[src/rtl/alu_arbiter.sv]
// alu_arbiter: round-robin arbiter sharing one ALU between the main EX path
// (requester 0) and the branch-compare/auxiliary path (requester 1).
// The granted op's ALU result is captured in a one-entry response slot with
// valid/ready backpressure. Illegal control codes are flagged with rsp_err
// and never let the ALU output into the slot.
// Optional build macro ALU_ARB_LOCK_EN adds lock0/lock1 inputs. A requester
// that was granted on the previous edge and still holds req and lock keeps
// the ALU, and the other requester is blocked.
module alu_arbiter #(
  parameter int WIDTH  = 32,
  parameter int CTRL_W = 3
) (
  input  logic              clk,
  input  logic              rst_n,
  input  logic              req0,
  input  logic [CTRL_W-1:0] ctrl0,
  input  logic [WIDTH-1:0]  a0,
  input  logic [WIDTH-1:0]  b0,
  output logic              gnt0,
  input  logic              req1,
  input  logic [CTRL_W-1:0] ctrl1,
  input  logic [WIDTH-1:0]  a1,
  input  logic [WIDTH-1:0]  b1,
  output logic              gnt1,
`ifdef ALU_ARB_LOCK_EN
  input  logic              lock0,
  input  logic              lock1,
`endif
  output logic [WIDTH-1:0]  alu_a,
  output logic [WIDTH-1:0]  alu_b,
  output logic [CTRL_W-1:0] alu_control,
  input  logic [WIDTH-1:0]  alu_result,
  input  logic              alu_zero,
  output logic              rsp_valid,
  output logic              rsp_id,
  output logic [WIDTH-1:0]  rsp_result,
  output logic              rsp_zero,
  output logic              rsp_err,
  input  logic              rsp_ready
);

  // Code driven to the ALU when nobody holds the grant.
  localparam logic [CTRL_W-1:0] CTRL_IDLE = CTRL_W'(3'b011);

  // add, sub, and, or, slt are the only codes the ALU implements.
  function automatic logic ctrl_legal(input logic [CTRL_W-1:0] c);
    ctrl_legal = (c == CTRL_W'(3'b010)) || (c == CTRL_W'(3'b110)) ||
                 (c == CTRL_W'(3'b000)) || (c == CTRL_W'(3'b001)) ||
                 (c == CTRL_W'(3'b111));
  endfunction

  logic             rsp_valid_q, rsp_valid_d;
  logic             rsp_id_q, rsp_id_d;
  logic [WIDTH-1:0] rsp_result_q, rsp_result_d;
  logic             rsp_zero_q, rsp_zero_d;
  logic             rsp_err_q, rsp_err_d;
  logic             last_gnt_q, last_gnt_d;
`ifdef ALU_ARB_LOCK_EN
  logic             gnt_prev_q, gnt_prev_d;
`endif

  logic slot_free;
  logic elig0, elig1;
  logic gnt0_c, gnt1_c;

  // Grant decision: round-robin between eligible requesters, only when the
  // response slot can take a new result, never while reset is asserted.
  // NOTE: every signal assigned in an always_comb gets a default at the top
  // of the block; a path that leaves one unassigned infers a latch.
  always_comb begin
    slot_free = !rsp_valid_q || rsp_ready;
    elig0     = req0;
    elig1     = req1;
`ifdef ALU_ARB_LOCK_EN
    if (gnt_prev_q && !last_gnt_q && lock0 && req0) elig1 = 1'b0;
    if (gnt_prev_q &&  last_gnt_q && lock1 && req1) elig0 = 1'b0;
`endif
    gnt0_c = 1'b0;
    gnt1_c = 1'b0;
    if (rst_n && slot_free) begin
      if (elig0 && elig1) begin
        if (last_gnt_q) gnt0_c = 1'b1;
        else            gnt1_c = 1'b1;
      end else begin
        gnt0_c = elig0;
        gnt1_c = elig1;
      end
    end
  end

  assign gnt0 = gnt0_c;
  assign gnt1 = gnt1_c;

  // ALU operand mux: granted requester's operands, otherwise a quiet idle op.
  always_comb begin
    alu_a       = '0;
    alu_b       = '0;
    alu_control = CTRL_IDLE;
    if (gnt0_c) begin
      alu_a       = a0;
      alu_b       = b0;
      alu_control = ctrl0;
    end else if (gnt1_c) begin
      alu_a       = a1;
      alu_b       = b1;
      alu_control = ctrl1;
    end
  end

  // Response slot next state: fill on a grant, drain on accept, else hold.
  always_comb begin
    rsp_valid_d  = rsp_valid_q;
    rsp_id_d     = rsp_id_q;
    rsp_result_d = rsp_result_q;
    rsp_zero_d   = rsp_zero_q;
    rsp_err_d    = rsp_err_q;
    last_gnt_d   = last_gnt_q;
`ifdef ALU_ARB_LOCK_EN
    gnt_prev_d   = gnt0_c || gnt1_c;
`endif
    if (gnt0_c || gnt1_c) begin
      rsp_valid_d = 1'b1;
      rsp_id_d    = gnt1_c;
      last_gnt_d  = gnt1_c;
      if (ctrl_legal(alu_control)) begin
        rsp_result_d = alu_result;
        rsp_zero_d   = alu_zero;
        rsp_err_d    = 1'b0;
      end else begin
        // The ALU output is undefined for these codes; keep it out of the slot.
        rsp_result_d = '0;
        rsp_zero_d   = 1'b1;
        rsp_err_d    = 1'b1;
      end
    end else if (rsp_valid_q && rsp_ready) begin
      rsp_valid_d = 1'b0;
    end
  end

  // State registers; the pointer resets to 1 so requester 0 wins first.
  // NOTE: sequential state uses non-blocking (<=) so every flop samples the
  // pre-edge values; blocking here would create order-dependent races.
  always_ff @(posedge clk or negedge rst_n) begin
    if (!rst_n) begin
      rsp_valid_q  <= 1'b0;
      rsp_id_q     <= 1'b0;
      rsp_result_q <= '0;
      rsp_zero_q   <= 1'b0;
      rsp_err_q    <= 1'b0;
      last_gnt_q   <= 1'b1;
`ifdef ALU_ARB_LOCK_EN
      gnt_prev_q   <= 1'b0;
`endif
    end else begin
      rsp_valid_q  <= rsp_valid_d;
      rsp_id_q     <= rsp_id_d;
      rsp_result_q <= rsp_result_d;
      rsp_zero_q   <= rsp_zero_d;
      rsp_err_q    <= rsp_err_d;
      last_gnt_q   <= last_gnt_d;
`ifdef ALU_ARB_LOCK_EN
      gnt_prev_q   <= gnt_prev_d;
`endif
    end
  end

  assign rsp_valid  = rsp_valid_q;
  assign rsp_id     = rsp_id_q;
  assign rsp_result = rsp_result_q;
  assign rsp_zero   = rsp_zero_q;
  assign rsp_err    = rsp_err_q;

endmodule
[config.mk]
export PLATFORM = sky130hd
export DESIGN_NAME = alu_arbiter
export DESIGN_NICKNAME = d
export VERILOG_FILES = /design/src/rtl/alu_arbiter.sv
export SDC_FILE = /design/constraint.sdc
export NUM_CORES = 1
export LEC_CHECK = 0
export ABC_AREA = 0
export CORE_AREA = 2 2 106 108
export CTS_BUF_LIST = sky130_fd_sc_hd__clkbuf_16
export DETAILED_ROUTE_END_ITERATION = 12
export DIE_AREA = 0 0 108 110
export GPL_TIMING_DRIVEN = 0
export PLACE_DENSITY = 0.66
export SLEW_MARGIN = 30
export SYNTH_ARGS = -nofsm -noshare
export SYNTH_HDL_FRONTEND = slang
export SYNTH_SLANG_ARGS = --single-unit
[constraint.sdc]
create_clock -name clk -period 5.6 [get_ports clk]
set_input_delay 1.12 -clock clk [delete_from_list [all_inputs] [get_ports clk]]
set_output_delay 1.12 -clock clk [all_outputs]
set_load 0.02 [all_outputs]
==> results.sh <==
export IMPL_outcome="completed"
export IMPL_wl_per_cell_um=17.7
export IMPL_synth_seq_cells=37
export IMPL_synthFlopType="dfrtp_1"
export IMPL_nets=645
export IMPL_drive_gt1_share_pct=5.06
export IMPL_cp_required_ns=4.48
export IMPL_netlist_instances=189
export IMPL_n_fill_cell=1020
export IMPL_synth_top_area_share_pct=42.6
export IMPL_finalHoldViolCount=0
export IMPL_dieWidth_um=108
export IMPL_drc=0
export IMPL_end_kind="output pin"
export IMPL_postRouteAntennaNets=0
export IMPL_final_setup_viol_count=0
export IMPL_worstSetupPathType="input pin to output pin"
export IMPL_period_share_pct=88.8
export IMPL_cts_setup_buffers=0
export IMPL_synth_mux_area_share_pct=0
export IMPL_fin_cells=614
export IMPL_ys_seq_area_share_pct=43.9
export IMPL_tns_ns=0
export IMPL_synth_xor_area_share_pct=0
export IMPL_hp_class="flop to flop"
export IMPL_critPathArrivalTime_ns=3.85
export IMPL_dp_hpwl_um=8980
export IMPL_slew_headroom_pct=63.7
export IMPL_synth_commonest_cells="97 x a22o_1, 36 x dfrtp_1, 13 x clkbuf_1"
export IMPL_grt_use_total_pct=17.0
export IMPL_numCtsBuffers=5
export IMPL_min_from="rsp_result[13]"
export IMPL_cp_top_family="buffers and inverters"
export IMPL_whs_path_depth=1
export IMPL_rsz0062_at_grt="no"
export IMPL_area_growth_pct=147
export IMPL_dp_cells=606
export IMPL_cts_buffer_depth=2
export IMPL_wl_um=10900
export IMPL_p_per_area_nw_per_um2=213
export IMPL_port_buffers=276
export IMPL_min_to="rsp_result[13]"
export IMPL_yosysWarningCount=0
export IMPL_yosysMostFrequentCell="a22o_1"
export IMPL_syn_area_per_cell_um2=11.2
export IMPL_crit_buf_inv=5
export IMPL_synth_fp_nets=361
export IMPL_cpMaxStageDelayCell="clkdlybuf4s50_1"
export IMPL_synth_top_family_by_area="compound AO/OA/AOI/OAI gates"
export IMPL_synth_area_leaders="dfrtp_1 43%, a22o_1 40%, clkbuf_1 2.3%, buf_6 1.6%, dfstp_2 1.2%"
export IMPL_r2r_slack_ns=3.63
export IMPL_period_needed_ns=4.97
export IMPL_critPathMaxStageDelay_ns=0.61
export IMPL_cp_cell_sequence="clkdlybuf4s50_1 > inv_2 > nor4_4 > clkbuf_1 > buf_2 > a22o_1 > clkdlybuf4s50_1"
export IMPL_core_um2=10700
export IMPL_chipHeight_um=110
export IMPL_cap_violations=0
export IMPL_utilization_pct=48.8
export IMPL_vias_per_cell=4.60
export IMPL_cts_root_buf="clkbuf_16"
export IMPL_synthArstFlopShare_pct=100
export IMPL_grt_pass1_wl_um=15700
export IMPL_timing_hold_ws_ns=0.495
export IMPL_drt_iter0_drc=114
export IMPL_finalPower_mw=1.11
export IMPL_path_clk_slew_ns=0.05
export IMPL_max_freq_mhz=201
export IMPL_fin_skew_ns=0.00547
export IMPL_start_util_pct=19.8
export IMPL_diodes=0
export IMPL_gr_total_overflow=0
export IMPL_synth_edf_count=0
export IMPL_ctsHoldBuffers=0
export IMPL_synth_area_um2=2110
export IMPL_crit_top_cell="clkdlybuf4s50_1"
export IMPL_drtPass1Iterations=4
export IMPL_grt_max_degree=22
export IMPL_worstSkewPairLatency_ns=0.27
export IMPL_grt_pass1_vias=2988
export IMPL_crit_path_start_kind="input pin"
export IMPL_p_leak_nw=2.10
export IMPL_yosysTopAreaCell="dfrtp_1"
export IMPL_h_tree_depth=2
export IMPL_tightest_slew_ns=0.544
export IMPL_slew_viol_final=0
export IMPL_dieArea_um2=11900
export IMPL_synth_compound_area_share_pct=45.9
export IMPL_clock_sinks=37
export IMPL_synth_simple_gate_area_share_pct=4.03
export IMPL_irDropWorstVdd_mv=0.114
export IMPL_cts_resized_gates=0
export IMPL_ios=277
export IMPL_routabilityCongestion=0.765
export IMPL_reg2reg_depth=6
export IMPL_cp_max_fo=10
export IMPL_antenna_found_initial=0
export IMPL_startpoint="req0"
export IMPL_r2r_start="last_gnt_q"
export IMPL_vias=2826
export IMPL_synthDistinctLibCells=27
export IMPL_r2r_end="rsp_result[10]"
export IMPL_placementRows=38
export IMPL_synthAdderAreaFrac_pct=0
export IMPL_cts_tree="yes"
## flip-flops by register name (all words and copies together) (netlist names)
name	cells
last_gnt_q	1
rsp_err	1
rsp_result	32
rsp_valid	1
rsp_zero	1
rsp_id	1
## through the flow
stage | worst slack, ns | area, um^2
after floorplan | 2.12 | 2110
after global placement | -0.802 | 5050
after detailed placement | 0.610 | 5070
after CTS | 0.595 | 5220
after global routing | 0.434 | 5220
final | 0.630 | 5220
## kinds of logic (layout without fill, tap and decap cells)
logic type / after synthesis / after routing
flops: 37 / 37
compound gates: 112 / 112
buf+inv: 28 / 313
simple gates: 12 / 12
## per-layer routing
| layer | GRT usage (%) | wire length (um) | part of all wire [%] | vias to the layer above |
|---|---|---|---|---|
| li1 | - | - | - | 1332 |
| met1 | 20.1 | 4160 | 38 | 1332 |
| met2 | 30.8 | 5690 | 52 | 151 |
| met3 | 5.00 | 900 | 8.3 | 11 |
| met4 | 3.02 | 117 | 1.1 | 0 |
| met5 | 0 | 0 | 0 | - |
## layout by cell type, fill, tap and decap left out, types with 2 or more instances in the layout
| cell type | instances |
|---|---|
| a21oi_1 | 3 |
| a22o_1 | 97 |
| buf_2 | 4 |
| buf_6 | 3 |
| clkbuf_1 | 13 |
| clkbuf_16 | 5 |
| clkdlybuf4s50_1 | 275 |
| dfrtp_1 | 36 |
| inv_1 | 7 |
| nand2_1 | 2 |
| nor2_1 | 2 |
| nor2b_1 | 3 |
| o21ai_1 | 4 |
## how the worst max path moves through the flow
stage	end	slack (ns)	depth (start not counted)
6_report	alu_a[4]	0.63	7
5_1_grt	alu_a[4]	0.43	7
4_1_cts	alu_a[4]	0.60	7
3_5_place_dp	alu_a[4]	0.61	7
3_3_place_gp	alu_a[4]	-0.80	7
2_1_floorplan	alu_a[0]	2.12	5
## cell type report
type	instances	area [um^2]	share of cell area [%]
clock inverters	3	21.3	0.407
repair buffers	277	2790	53.4
inverters	8	30.0	0.575
flip-flops and latches	37	927	17.8
multi-input cells	124	1050	20.2
plain buffers	20	101	1.94
clock buffers	5	125	2.40
well taps	140	175	3.36
## power by group
part           internal (mW)  switching (mW)
registers              0.304          0.0199
clock network          0.165           0.106
logic                  0.293           0.224
Power figures use the tool's default switching activity.
